**src/rtl/bcd2bin_seq.sv**
```systemverilog
// bcd2bin_seq -- sequential packed-BCD to binary converter (reverse double-dabble).
//
// One bit of the binary result is produced per CONV cycle: the {digits, binary}
// register pair is shifted right by one, then every digit that now reads >= 8
// has 3 subtracted. After BIN_W iterations the binary register holds the value.
// One extra CONV cycle copies the result into bin_out on the way into DONE.
//
// Ports:
//   clk      in   sole clock, rising edge
//   rst_n    in   asynchronous active-low reset
//   start    in   convert bcd_in (ignored unless idle)
//   bcd_in   in   4*DIGITS packed BCD, digit 0 in [3:0]
//   busy     out  high in CONV and DONE
//   done     out  one-cycle pulse, bin_out/err valid
//   bin_out  out  BIN_W result, held until the next done
//   err      out  invalid-digit flag, qualified by done
//
// Build option: define BCD2BIN_ERR_EN to reject operands holding a digit > 9
// (done one cycle after acceptance with err=1, bin_out=0). Without it, err is
// tied low and such operands run through the normal algorithm.

// Per-digit correction after the shift: the bit shifted in from the next
// digit up is worth 5 but lands with weight 8, so take 3 back off.
module bcd2bin_seq_dfix (
  input  logic [3:0] d,
  output logic [3:0] q
);
  assign q = (d >= 4'd8) ? d - 4'd3 : d;
endmodule

module bcd2bin_seq #(
  parameter int DIGITS = 3,
  parameter int BIN_W  = 10
) (
  input  logic                  clk,
  input  logic                  rst_n,
  input  logic                  start,
  input  logic [4*DIGITS-1:0]   bcd_in,
  output logic                  busy,
  output logic                  done,
  output logic [BIN_W-1:0]      bin_out,
  output logic                  err
);
  localparam int CW = $clog2(BIN_W + 1);

  typedef enum logic [1:0] {IDLE, CONV, DONE} state_t;

  state_t                   state, state_nx;
  logic [DIGITS-1:0][3:0]   dig, dig_sh, dig_fix;
  logic [BIN_W-1:0]         bin, bin_sh;
  logic [CW-1:0]            cnt;
  logic                     bad;
  logic                     last;

  // Shift the whole {digits, binary} pair right by one; binary LSB falls off.
  assign {dig_sh, bin_sh} = {1'b0, dig, bin[BIN_W-1:1]};

  for (genvar g = 0; g < DIGITS; g++) begin : g_fix
    bcd2bin_seq_dfix u_fix (.d(dig_sh[g]), .q(dig_fix[g]));
  end

  // Counter reaching BIN_W marks the hand-off cycle (no shift).
  assign last = (cnt == CW'(BIN_W));

`ifdef BCD2BIN_ERR_EN
  always_comb begin
    bad = 1'b0;
    for (int i = 0; i < DIGITS; i++)
      if (bcd_in[4*i +: 4] > 4'd9) bad = 1'b1;
  end
`else
  assign bad = 1'b0;
`endif

  always_comb begin
    state_nx = state;
    case (state)
      IDLE:    if (start) state_nx = bad ? DONE : CONV;
      CONV:    if (last)  state_nx = DONE;
      DONE:    state_nx = IDLE;
      default: state_nx = IDLE;
    endcase
  end

  always_ff @(posedge clk or negedge rst_n) begin
    if (!rst_n) begin
      state   <= IDLE;
      dig     <= '0;
      bin     <= '0;
      cnt     <= '0;
      bin_out <= '0;
    end else begin
      state <= state_nx;
      case (state)
        IDLE: if (start) begin
          dig <= bcd_in;
          bin <= '0;
          cnt <= '0;
          // Rejected operand enters DONE straight away with a zero result.
          if (bad) bin_out <= '0;
        end
        CONV: if (last) begin
          bin_out <= bin;
        end else begin
          dig <= dig_fix;
          bin <= bin_sh;
          cnt <= cnt + CW'(1);
        end
        default: ;
      endcase
    end
  end

`ifdef BCD2BIN_ERR_EN
  logic err_q;
  // Captured at acceptance; only looked at while done is high.
  always_ff @(posedge clk or negedge rst_n) begin
    if (!rst_n)                     err_q <= 1'b0;
    else if (state == IDLE && start) err_q <= bad;
  end
  assign err = err_q;
`else
  assign err = 1'b0;
`endif

  assign busy = (state != IDLE);
  assign done = (state == DONE);

endmodule

```
**config.mk**
```make
export PLATFORM = sky130hd
export DESIGN_NAME = bcd2bin_seq
export DESIGN_NICKNAME = d
export VERILOG_FILES = /design/src/rtl/bcd2bin_seq.sv
export SDC_FILE = /design/constraint.sdc
export NUM_CORES = 1
export LEC_CHECK = 0
export BUFFER_PORTS_ARGS = -buffer_cell sky130_fd_sc_hd__buf_2
export CAP_MARGIN = 0
export CORE_AREA = 4 4 75 77
export DETAILED_ROUTE_END_ITERATION = 8
export DIE_AREA = 0 0 79 81
export GPL_TIMING_DRIVEN = 0
export PLACE_DENSITY_LB_ADDON = 0.15
export SLEW_MARGIN = 0
export SYNTH_ARGS = -nofsm -noshare
export SYNTH_HDL_FRONTEND = slang
export SYNTH_SLANG_ARGS = --single-unit
```
**constraint.sdc**
```tcl
create_clock -name clk -period 1.5 [get_ports clk]
set_clock_uncertainty 0.2 [all_clocks]
set_input_delay 0.15 -clock clk [delete_from_list [all_inputs] [get_ports clk]]
set_output_delay 0.15 -clock clk [all_outputs]
set_load 0.05 [all_outputs]
```
; Word level (Yosys, flattened, before mapping)
; Index checks and enable logic that the tools add are counted.
[word_totals]
ff_bits = 38
input_bits = 15
word_cells = 41
out_inout_bits = 13
[op_classes]
magnitude_cmp = 3
n_reduce_logical = 6
mux = 15
eq_ne = 6
addsub = 4
[op_table]
columns = cell, n
row1 = 12-bit 2-to-1 mux, 2
row2 = 12-bit case mux with 2 select lines, 1
row3 = 10-bit 2-to-1 mux, 2
row4 = 4-bit 2-to-1 mux, 5
row5 = 10-bit case mux with 2 select lines, 1
row6 = 4-bit >= comparator (second input constant), 2
row7 = 4-bit case mux with 2 select lines, 1
row8 = 4-bit by 2-bit subtractor with 4-bit output (second input constant), 2
row9 = 2-bit != test (second input constant), 3
row10 = 4-bit by 1-bit adder with 4-bit output (second input constant), 1
row11 = 4-bit equality test (second input constant), 1
row12 = 3-bit by 4-bit >= comparator with 1-bit output (second input constant), 1
row13 = 2-bit 2-to-1 mux, 2
row14 = 2-bit case mux with 2 select lines, 1
row15 = 2-bit AND reduction, 2
row16 = 2-bit nonzero test, 2
row17 = 3-bit by 2-bit subtractor with 4-bit output (second input constant), 1
row18 = 3-bit AND reduction, 1
row19 = 2-bit by 1-bit equality test with 1-bit output (second input constant), 1
row20 = 2-bit equality test (second input constant), 1
row21 = 2-bit zero test, 1

; Logic depth before layout (Yosys ltp)
; Gate-level depths: netlist of the first run.
[logic_depth]
ltp_word = 4
depth_mapped = 7
depth_no_buf = 6

; Cells and area by module
; From an unflattened synthesis of the first run, not the netlist that was laid out.
[hier_totals]
hier_cells = 149
area_unflattened_um2 = 1958.1
[modules_own_cells]
columns = module, seq_area_each_um2, cells_per_inst, area_each_um2, n_inst
row1 = bcd2bin_seq, 950.9, 116, 1729.2, 1
row2 = bcd2bin_seq_dfix, 0.0, 11, 76.3, 3

; Worst setup path before layout of the first run
; Ideal clock, no wire load.
[synth_path]
kind = reg2reg
from = register cnt[0]
to = register bin_out[0]
required_ps = 1175
setup_ps = 125
slack_ps = -180
arrival_ps = 1355
synth_period_minus_slack_ps = 1680
n_path_buf = 1
stages_incl_launch_ff = 7
path_cell_list = dfrtp_1 inv_1 ha_1 nand3b_4 nor2_4 buf_6 mux2_4
[synth_via]
elab_chain_cells = 2
[synth_lines]
columns = item, line_no
row1 = "start, declared", 51  ; logic [CW-1:0] cnt;
row2 = "start signal, assigned", 107  ; cnt <= cnt + CW'(1);
row3 = 4-bit equality test, 63  ; assign last = (cnt == CW'(BIN_W));
row4 = 2-bit AND reduction (no line), n/a
row5 = "end signal, assigned", 103  ; bin_out <= bin;
row6 = "end, declared", 41  ; output logic [BIN_W-1:0] bin_out,
; Every way passes these cells.
; A chain may end at the register's enable or synchronous reset.

; Worst setup path in the final report of the first run
[layout_path]
from = register cnt[0]
to = register dig[6] (netlist name)
[layout_via]
elab_chain_cells = 3
[layout_lines]
columns = item, line_no
row1 = 4-bit equality test, 63
row2 = 2-bit != test (no line), n/a
row3 = 3-bit AND reduction (no line), n/a
row4 = "end signal, assigned", 96  ; dig <= bcd_in;
row5 = "end signal, assigned", 105  ; dig <= dig_fix;
row6 = "end, declared", 49  ; logic [DIGITS-1:0][3:0] dig, dig_sh, dig_fix;
; Every way passes these cells.

==> flow_summary_export.csv, run 1 <==
group,metric,value,unit
run_status,status,"finished with violations",
run_status,violations,"setup timing",
clock_network,cts_tree,"yes",
layout,final_cells,275,
timing,whs,0.0593,ns
synthesis,yosysMostFrequentCell,"dfrtp_1",
timing,grt_setup_unrepaired,"yes",
timing,setup_ws,-0.239,ns
pwr,ir_drop,0.000622,V
worst_setup_path,crit_path_max_fanout,10,
pwr,clockPowerShare,13.6,%
clock_network,cts_buffer_depth,2,
synthesis,synth-edff-count,0,
floorplanning,rows,26,
worst_hold_path,hp-class,"in2reg",
routing,drc,0,
synthesis,synth_top_area_cell,"dfrtp_1",
layout,diodes,0,
layout,drive_above_1_share,39.0,%
worst_setup_path,end_kind,"flop",
synthesis,synth_area_leaders,"dfrtp_1 52%, mux2_4 7.3%, a22o_1 5.2%",
floorplanning,dieArea,6400,sq um
synthesis,async_reset_ff_share,100,%
timing,tightest_slew,0.856,ns
pwr,pwr-share-seq,35.7,%
worst_setup_path,cp-start-kind,"flop",
timing,max_freq,0.575,GHz
placed_design,place_inst,245,
clock_network,cts.sinks,38,
timing,final.period_utilization,116,%
routing,drt_iter0_drc,61,
synthesis,synth_top_area_share,51.6,%
pwr,powerDensity,2040,nW/um^2
pwr,power_switching,2.02,mW
floorplanning,initial_core_util,36.8,%
global_route,grt_pass1_vias,1327,
worst_setup_path,crit_chain,"inv_1, ha_2, nand3b_4, buf_6, a21oi_4, buf_8, inv_4, o21ai_2",
timing,max-slew-margin-rel,42.9,%
clock_network,cts_root_buffer,"clkbuf_8",
worst_hold_path,worstHoldPathCells,4,
routing,routed_wl,3780,um
global_route,grt_max_degree,39,
worst_setup_path,cpMaxStageDelayCell,"dfrtp_1",
worst_setup_path,arrival,1.76,ns
global_route,antenna_found_initial,0,
timing,setup_viol,38,
layout,final_nets,226,
pwr,p_leak,1.21,nW
placed_design,port_buffers,26,
clock_network,clkLatencyLatePin,0.29,ns
worst_setup_path,required,1.52,ns
floorplanning,coreArea,5010,sq um
routing,vias,1275,
clock_network,path_clk_slew,0.07,ns
synthesis,synthesis.instances,149,
layout,fin_util,48.1,%
pwr,power_frac_comb,50.7,%
placed_design,dpl_worst_slack,-0.291,ns
worst_setup_path,reg2reg_depth,8,
synthesis,seq_area_frac_synth,51.6,%
job,max_cap_violations,0,
routing,drtPass1Iterations,4,
pwr,swShare,41.3,%
routing,wl_per_cell,13.8,um
routing,antenna_left,0,
global_route,grt_first_pass_wirelength,6530,um
timing,fin_crit,1.74,ns
synthesis,ys.flop_type,"dfrtp_1",
synthesis,synth_area_per_cell,12.4,sq um
pwr,internal_power,2.88,mW
timing,maxSlewViolCount,0,
worst_setup_path,max_stage_delay,0.39,ns
timing,finalHoldViolCount,0,
worst_setup_path,crit_type,"reg2reg",
layout,syn2layout_area_growth,30.8,%
floorplanning,die_w,79,um
synthesis,syn-num-nets,170,
placed_design,gp_congestion,0.794,
synthesis,syn_area,1840,sq um
floorplanning,io_pins,28,
routing,routed_via_density,4.64,
floorplanning,dieHeight,81,um
global_route,overflow,0,
synthesis,synth_warnings,0,
synthesis,synth_commonest_cells,"38 x dfrtp_1, 12 x nand2_1, 11 x a22o_1",
synthesis,synth-seq-cells,38,
clock_network,cts_buffers,5,
placed_design,hpwl,2510,um
synthesis,ys_types,32,
global_route,grt.total_usage,13.3,%
layout,fillers,499,
clock_network,cts.htree.levels,2,
metrics by stage:
step	instance area, sq um	setup TNS (ns)	power, mW
floorplan	1850	-2.34	3.54
global placement	2060	-5.73	3.96
detailed placement	2060	-7.04	4.04
CTS	2360	-6.96	4.85
global route	2410	-10.79	5.30
finish	2410	-7.75	4.91
cell type report:
type | instances | area, sq um | share of cell area [%]
timing repair buffer | 49 | 370 | 15.4
tap | 70 | 87.6 | 3.63
inverter | 6 | 25.0 | 1.04
clock inverter | 2 | 10.0 | 0.415
clock buffer | 5 | 68.8 | 2.86
multi-input combinational | 97 | 803 | 33.3
buffer | 8 | 93.8 | 3.89
sequential | 38 | 951 | 39.5
final timing paths:
path	from	end	slack, ns
setup / recovery	cnt[0]$_DFFE_PN0P_	dig[6]$_DFFE_PN0P_	-0.24
hold / removal	bcd_in[6]	dig[6]$_DFFE_PN0P_	0.06
setup reg to reg	cnt[0]$_DFFE_PN0P_	dig[6]$_DFFE_PN0P_	-0.24
hold reg to reg	bin_sh[9]$_DFFE_PN0P_	bin_sh[9]$_DFFE_PN0P_	0.30
max in group asynchronous	rst_n	dig[8]$_DFFE_PN0P_	0.25
min in group asynchronous	rst_n	bin_out[3]$_DFFE_PN0P_	0.31
metal layers:
metal	vias to the layer above	share of wire, %	track usage (%)
met5	-	0	0
met4	0	1.3	4.12
met3	5	3.1	3.99
met2	20	48	20.3
met1	627	48	18.3
li1	623	-	-
placed cells by master, fill, tap and decap left out, types with 4 or more instances in the layout:
cell type       n
ha_1            5
buf_6           7
clkbuf_8        5
inv_1           5
buf_2          24
xnor2_1         4
a21oi_1         4
mux2i_1         5
nand2_1        10
mux2_4          9
dfrtp_1        38
nor2_1          8
a22o_1         11
dlygate4sd3_1  11
o21ai_1         8
buf_4          11
o21ai_2         5
worst max-delay path: cells and delay by family (launching register included):
family / cells / cell delay [ns]
and+or+nand+nor: 1 / 0.12
buffers and inverters: 4 / 0.45
adders and majority gates: 1 / 0.18
AOI/OAI and AO/OA: 2 / 0.33
DFF: 1 / 0.39
kinds of logic after synthesis:
family / after synthesis / synth area share [%]
buffers and inverters: 14 / 5.84
multiplexers: 15 / 10.7
flip-flops: 38 / 51.6
AO/OA/AOI/OAI: 31 / 12.5
XOR/XNOR: 6 / 2.85
AND/OR/NAND/NOR: 38 / 12.3
adder cells (fa/ha/maj): 6 / 4.07
other: 1 / 0.203
flip-flops by register name, indices dropped and copies added (netlist names):
signal,cells
bin,10
dig,11
state,2
cnt,4
bin_out,10
bin_sh,1
power by group through the flow:
stage / registers (mW) / clock network [mW] / logic, mW
floorplan: 2.01 / 0 / 1.52
global placement: 1.76 / 0 / 2.21
detailed placement: 1.78 / 0 / 2.25
CTS: 1.76 / 0.685 / 2.41
global route: 1.82 / 0.732 / 2.74
finish: 1.75 / 0.667 / 2.49
repair_timing:
action	in CTS	in global routing
buffers inserted	7	3
gates cloned	1	1
endpoints found under the hold margin	48	0
hold buffers	11	0
gates resized for setup	10	7
setup endpoints to repair	39	39
pin swaps	3	3
Power figures use the tool's default switching activity.
==> inputs of run 2 (changes only) <==
--- a/config.mk
+++ b/config.mk
@@ -5,7 +5,7 @@
 export SDC_FILE = /design/constraint.sdc
 export NUM_CORES = 1
 export LEC_CHECK = 0
-export BUFFER_PORTS_ARGS = -buffer_cell sky130_fd_sc_hd__buf_2
+export BUFFER_PORTS_ARGS = -buffer_cell sky130_fd_sc_hd__buf_4
 export CAP_MARGIN = 0
 export CORE_AREA = 4 4 75 77
 export DETAILED_ROUTE_END_ITERATION = 8
==> constraint.sdc (replaced) <==
create_clock -name clk -period 2.2 [get_ports clk]
set_clock_uncertainty 0.2 [all_clocks]
set_input_delay 0.22 -clock clk [delete_from_list [all_inputs] [get_ports clk]]
set_output_delay 0.22 -clock clk [all_outputs]
set_load 0.05 [all_outputs]
==> run 2 against run 1 <==
The run now ends clean. Die area stayed put. Global-route usage is 1.6 points lower. Hold slack worse by 0.035 ns. Critical path type unchanged. Flip-flop and latch count stayed put. Final cell count is 4.4% lower. Critical endpoint is now bin_out[0]$_DFFE_PN0P_. Non-clock buffer count is 13 lower.
==> flow_summary_export.csv, run 2 (synthesis results as in run 1) <==
group,metric,value,unit
worst_setup_path,arrival,1.79,ns
layout,max_flop_register,"dig",
floorplanning,die_w,79,um
layout,layout_commonest_cell,"dfrtp_1",
placed_design,gp_congestion,0.745,
clock_network,cts_tree,"yes",
worst_setup_path,crit_chain,"inv_1, ha_1, nand3b_4, nor2_4, buf_6, mux2_4",
layout,drive_above_1_share,32.6,%
floorplanning,dieHeight,81,um
pwr,p_leak,1.15,nW
pwr,ir_drop,0.000495,V
pwr,pwr-share-seq,36.7,%
timing,finalHoldViolCount,0,
worst_setup_path,cp-start-kind,"flop",
routing,wl_per_cell,13.0,um
clock_network,cts.htree.levels,2,
placed_design,place_inst,245,
pwr,internal_power,1.94,mW
routing,vias,1197,
clock_network,path_clk_slew,0.08,ns
run_status,status,"finished, final reports clean",
pwr,clockPowerShare,15.2,%
timing,max_freq,0.551,GHz
placed_design,dpl_worst_slack,0.392,ns
worst_hold_path,whs_endpoint,"dig[10]$_DFFE_PN0P_",
routing,drtPass1Iterations,4,
worst_hold_path,worstHoldPathCells,3,
layout,mostFrequentLayoutCells,"38 x dfrtp_1, 28 x buf_4, 12 x nand2_1",
layout,top_regs,"dig: 11 flops, bin: 10 flops, bin_out: 10 flops",
pwr,powerDensity,1410,nW/um^2
global_route,antenna_found_initial,0,
clock_network,cts_root_buffer,"clkbuf_8",
clock_network,cts_buffer_depth,2,
layout,syn2layout_area_growth,25.9,%
worst_setup_path,cpMaxStageDelayCell,"dfrtp_1",
timing,maxSlewViolCount,0,
routing,drt_iter0_drc,39,
worst_setup_path,crit_buf_inv,2,
global_route,overflow,0,
job,max_cap_violations,0,
worst_setup_path,r2r_setup_slack,0.38,ns
floorplanning,coreArea,5010,sq um
worst_setup_path,required,2.17,ns
worst_setup_path,path_delay_family,"flip-flops",
layout,final_cells,263,
global_route,grt.total_usage,11.8,%
worst_hold_path,worstHoldStart,"bcd_in[10]",
clock_network,cts_resized,0,
worst_setup_path,r2r_start,"cnt[0]$_DFFE_PN0P_",
global_route,grt_max_degree,39,
placed_design,hpwl,2330,um
layout,diodes,0,
global_route,grt_pass1_vias,1164,
floorplanning,dieArea,6400,sq um
floorplanning,io_pins,28,
worst_setup_path,end_kind,"flop",
timing,fin_crit,1.82,ns
clock_network,cts.sinks,38,
floorplanning,initial_core_util,36.8,%
worst_hold_path,hp-class,"in2reg",
worst_setup_path,reg2reg_depth,6,
clock_network,clkLatencyLatePin,0.29,ns
worst_setup_path,crit_path_max_fanout,10,
routing,routed_via_density,4.55,
layout,final_nets,213,
pwr,power_switching,1.32,mW
routing,antenna_left,0,
worst_setup_path,max_stage_delay,0.42,ns
pwr,power_frac_comb,48.1,%
timing,grt_setup_unrepaired,"no",
routing,routed_wl,3420,um
routing,drc,0,
pwr,swShare,40.6,%
clock_network,cts_buffers,5,
timing,final.period_utilization,82.5,%
worst_setup_path,r2r-end,"bin_out[0]$_DFFE_PN0P_",
worst_setup_path,crit_type,"reg2reg",
timing,setup_viol,0,
global_route,grt_first_pass_wirelength,5660,um
layout,largest_reg_flops,11,
floorplanning,rows,26,
placed_design,port_buffers,26,
timing,tns,0,ns
timing,setup_ws,0.385,ns
==> run 2: final cells by class <==
type | count | area, sq um
clock inverter | 2 | 12.5
inverter | 6 | 25.0
sequential | 38 | 951
buffer | 8 | 82.6
tap | 70 | 87.6
timing repair buffer | 36 | 295
multi-input combinational | 97 | 785
clock buffer | 6 | 82.6
fill | 499 | 2690
==> run 2: power by group through the flow <==
stage / clock network (mW) / registers, mW / logic (mW)
after CTS: 0.516 / 1.20 / 1.60
after global placement: 0 / 1.20 / 1.55
after floorplan: 0 / 1.37 / 1.04
final: 0.495 / 1.20 / 1.57
after detailed placement: 0 / 1.21 / 1.58
after global routing: 0.550 / 1.24 / 1.73
==> run 2: worst max-delay path by stage <==
stage / startpoint / end / slack (ns) / depth (start not counted)
after floorplan: cnt[0]$_DFFE_PN0P_ / bin_out[0]$_DFFE_PN0P_ / 0.52 / 6
after CTS: cnt[0]$_DFFE_PN0P_ / bin_out[0]$_DFFE_PN0P_ / 0.37 / 6
after global routing: cnt[0]$_DFFE_PN0P_ / bin_out[0]$_DFFE_PN0P_ / 0.32 / 6
after global placement: cnt[0]$_DFFE_PN0P_ / bin_out[9]$_DFFE_PN0P_ / 0.42 / 6
after detailed placement: cnt[0]$_DFFE_PN0P_ / bin_out[0]$_DFFE_PN0P_ / 0.39 / 6
final: cnt[0]$_DFFE_PN0P_ / bin_out[0]$_DFFE_PN0P_ / 0.38 / 6
==> run 2: metrics by stage <==
| stage | util, % | cell area (sq um) | power, mW | hold slack [ns] |
|---|---|---|---|---|
| 2_1_floorplan | - | 1840 | 2.41 | -0.276 |
| 4_1_cts | 46.3 | 2320 | 3.32 | 0.0182 |
| 6_report | 46.3 | 2320 | 3.26 | 0.0243 |
| 5_1_grt | 46.3 | 2320 | 3.52 | 0.0246 |
| 3_5_place_dp | 42.4 | 2130 | 2.79 | 0.0267 |
| 3_3_place_gp | 42.4 | 2130 | 2.76 | 0.0169 |
==> run 2: routing by layer <==
metal,global-route usage (%),part of all wire (%)
met2,17.1,43
met4,4.64,1.8
met1,16.1,50
met5,0,0
met3,4.21,5.3
==> run 2: tightest hold or removal path, stage by stage <==
cell and delay [ns]:
buf_4 0.08, mux2i_1 0.06, o21ai_1 0.12
==> run 2: repair_timing <==
| action | 4_1_cts | 5_1_grt |
|---|---|---|
| setup endpoints to repair | 0 | 0 |
| setup buffers | 0 | 0 |
| endpoints found under the hold margin | 47 | 0 |
| hold buffers | 10 | 0 |
==> inputs of run 3 (changes only) <==
==> constraint.sdc (replaced) <==
create_clock -name clk -period 1.75 [get_ports clk]
set_clock_uncertainty 0.2 [all_clocks]
set_input_delay 0.175 -clock clk [delete_from_list [all_inputs] [get_ports clk]]
set_output_delay 0.175 -clock clk [all_outputs]
set_load 0.05 [all_outputs]
==> run 3 against run 2 <==
Routed wire length rose by 1.4%. Clock power rose by 27%. Register-to-register slack got worse by 0.34 ns. Combinational power rose by 29%. Non-clock buffer count rose by 4. Sequential share of layout area fell by 0.76 points. Worst setup slack got worse by 0.34 ns. Die area did not move. Core utilization rose by 0.87 points. Design area rose by 1.9%. Largest power group unchanged.
==> flow_summary_export.csv, run 3 (synthesis results as in run 1) <==
group,metric,value,unit
worst_setup_path,cpMaxStageDelayCell,"dfrtp_1",
placed_design,hpwl,2330,um
worst_hold_path,hp-class,"in2reg",
timing,final.period_utilization,97.6,%
timing,tns,0,ns
global_route,antenna_found_initial,0,
global_route,overflow,0,
worst_setup_path,cp-start-kind,"flop",
floorplanning,io_pins,28,
pwr,total_power,4.14,mW
clock_network,cts.sinks,38,
placed_design,port_buffers,26,
worst_setup_path,reg2reg_depth,6,
floorplanning,rows,26,
routing,drtPass1Iterations,4,
routing,routed_via_density,4.57,
timing,setup_viol,0,
pwr,ir_drop,0.000624,V
timing,fin_crit,1.71,ns
routing,drt_iter0_drc,43,
layout,diodes,0,
routing,antenna_left,0,
timing,setup_ws,0.0423,ns
timing,grt_setup_unrepaired,"yes",
clock_network,path_clk_slew,0.08,ns
layout,fillers,502,
job,max_cap_violations,0,
routing,wl_per_cell,13.0,um
placed_design,dpl_worst_slack,-0.0579,ns
floorplanning,coreArea,5010,sq um
floorplanning,dieHeight,81,um
clock_network,cts_buffers,5,
layout,drive_above_1_share,34.0,%
routing,routed_wl,3470,um
global_route,grt_pass1_vias,1186,
pwr,powerDensity,1750,nW/um^2
layout,max_flop_register,"dig",
worst_setup_path,max_stage_delay,0.39,ns
layout,fin_util,47.2,%
layout,top_regs,"dig: 11 flops, bin: 10 flops, bin_out: 10 flops",
layout,mostFrequentLayoutCells,"38 x dfrtp_1, 31 x buf_4, 12 x nand2_1",
clock_network,cts_buffer_depth,2,
floorplanning,die_w,79,um
layout,syn2layout_area_growth,28.3,%
placed_design,gp_congestion,0.745,
clock_network,cts_root_buffer,"clkbuf_8",
clock_network,cts.htree.levels,2,
worst_setup_path,crit_path_max_fanout,10,
timing,finalHoldViolCount,0,
routing,vias,1220,
worst_setup_path,crit_chain,"inv_1, ha_2, nand3b_4, nor2_4, buf_12, mux2_4",
global_route,grt_first_pass_wirelength,5760,um
floorplanning,dieArea,6400,sq um
worst_setup_path,end_kind,"flop",
routing,drc,0,
layout,largest_reg_flops,11,
layout,final_cells,267,
timing,whs,0.0789,ns
worst_setup_path,required,1.72,ns
floorplanning,initial_core_util,36.8,%
worst_setup_path,crit_type,"reg2reg",
placed_design,placed_area,2130,sq um
worst_hold_path,worstHoldPathCells,4,
placed_design,place_inst,245,
layout,final_nets,217,
layout,design_area,2360,sq um
timing,max_freq,0.586,GHz
timing,maxSlewViolCount,0,
clock_network,clkLatencyLatePin,0.29,ns
layout,layout_commonest_cell,"dfrtp_1",
global_route,grt_max_degree,39,
worst_setup_path,arrival,1.68,ns
run_status,status,"finished, final reports clean",
clock_network,cts_tree,"yes",
global_route,grt.total_usage,12.0,%
pwr,p_leak,1.17,nW
-- run 3: changes by cell type in the layout (fill, tap and decap cells not counted), sizes merged --
cell	previous run	this run
buf	34	37
dlygate4sd3	10	11
-- run 3: cell type report --
cell class / count / area, sq um / share of cell area (%)
buffer: 8 / 91.3 / 3.86
timing repair buffer: 40 / 328 / 13.9
sequential: 38 / 951 / 40.2
multi-input combinational: 97 / 787 / 33.3
tap: 70 / 87.6 / 3.70
clock inverter: 2 / 12.5 / 0.529
clock buffer: 6 / 82.6 / 3.49
inverter: 6 / 25.0 / 1.06
-- run 3: worst max-delay path: cells and delay by family (launching register included) --
family	cells	cell delay (ns)
muxes	1	0.30
DFF	1	0.39
adders and majority gates	1	0.19
buffers and inverters	2	0.21
and+or+nand+nor	2	0.30
-- run 3: worst paths after layout --
check	startpoint	endpoint	slack (ns)
hold / removal	bcd_in[2]	dig[2]$_DFFE_PN0P_	0.08
max in group asynchronous	rst_n	bin[0]$_DFFE_PN0P_	0.82
setup reg to reg	cnt[0]$_DFFE_PN0P_	bin_out[0]$_DFFE_PN0P_	0.04
hold reg to reg	dig[9]$_DFFE_PN0P_	dig[9]$_DFFE_PN0P_	0.30
min in group asynchronous	rst_n	cnt[2]$_DFFE_PN0P_	0.19
setup / recovery	cnt[0]$_DFFE_PN0P_	bin_out[0]$_DFFE_PN0P_	0.04
-- run 3: timing repair --
action                                 in CTS  in global routing
gates resized for setup                     2                  1
pin swaps                                   1                  0
endpoints found under the hold margin      48                  0
hold buffers                               11                  0
setup endpoints to repair                   9                 11
setup buffers                               2                  1
-- run 3: where the power goes --
| group | total, mW | internal, mW | switching [mW] |
|---|---|---|---|
| clock network | 0.629 | 0.317 | 0.312 |
| registers | 1.50 | 1.22 | 0.281 |
| logic | 2.02 | 0.932 | 1.08 |
-- run 3: layer usage --
layer  global-route usage, %  vias to the layer above  wire, um
li1                        -                      600         -
met1                    15.9                      583      1670
met2                    17.8                       30      1550
met3                    4.21                        7       190
met4                    4.64                        0        60
met5                       0                        -         0
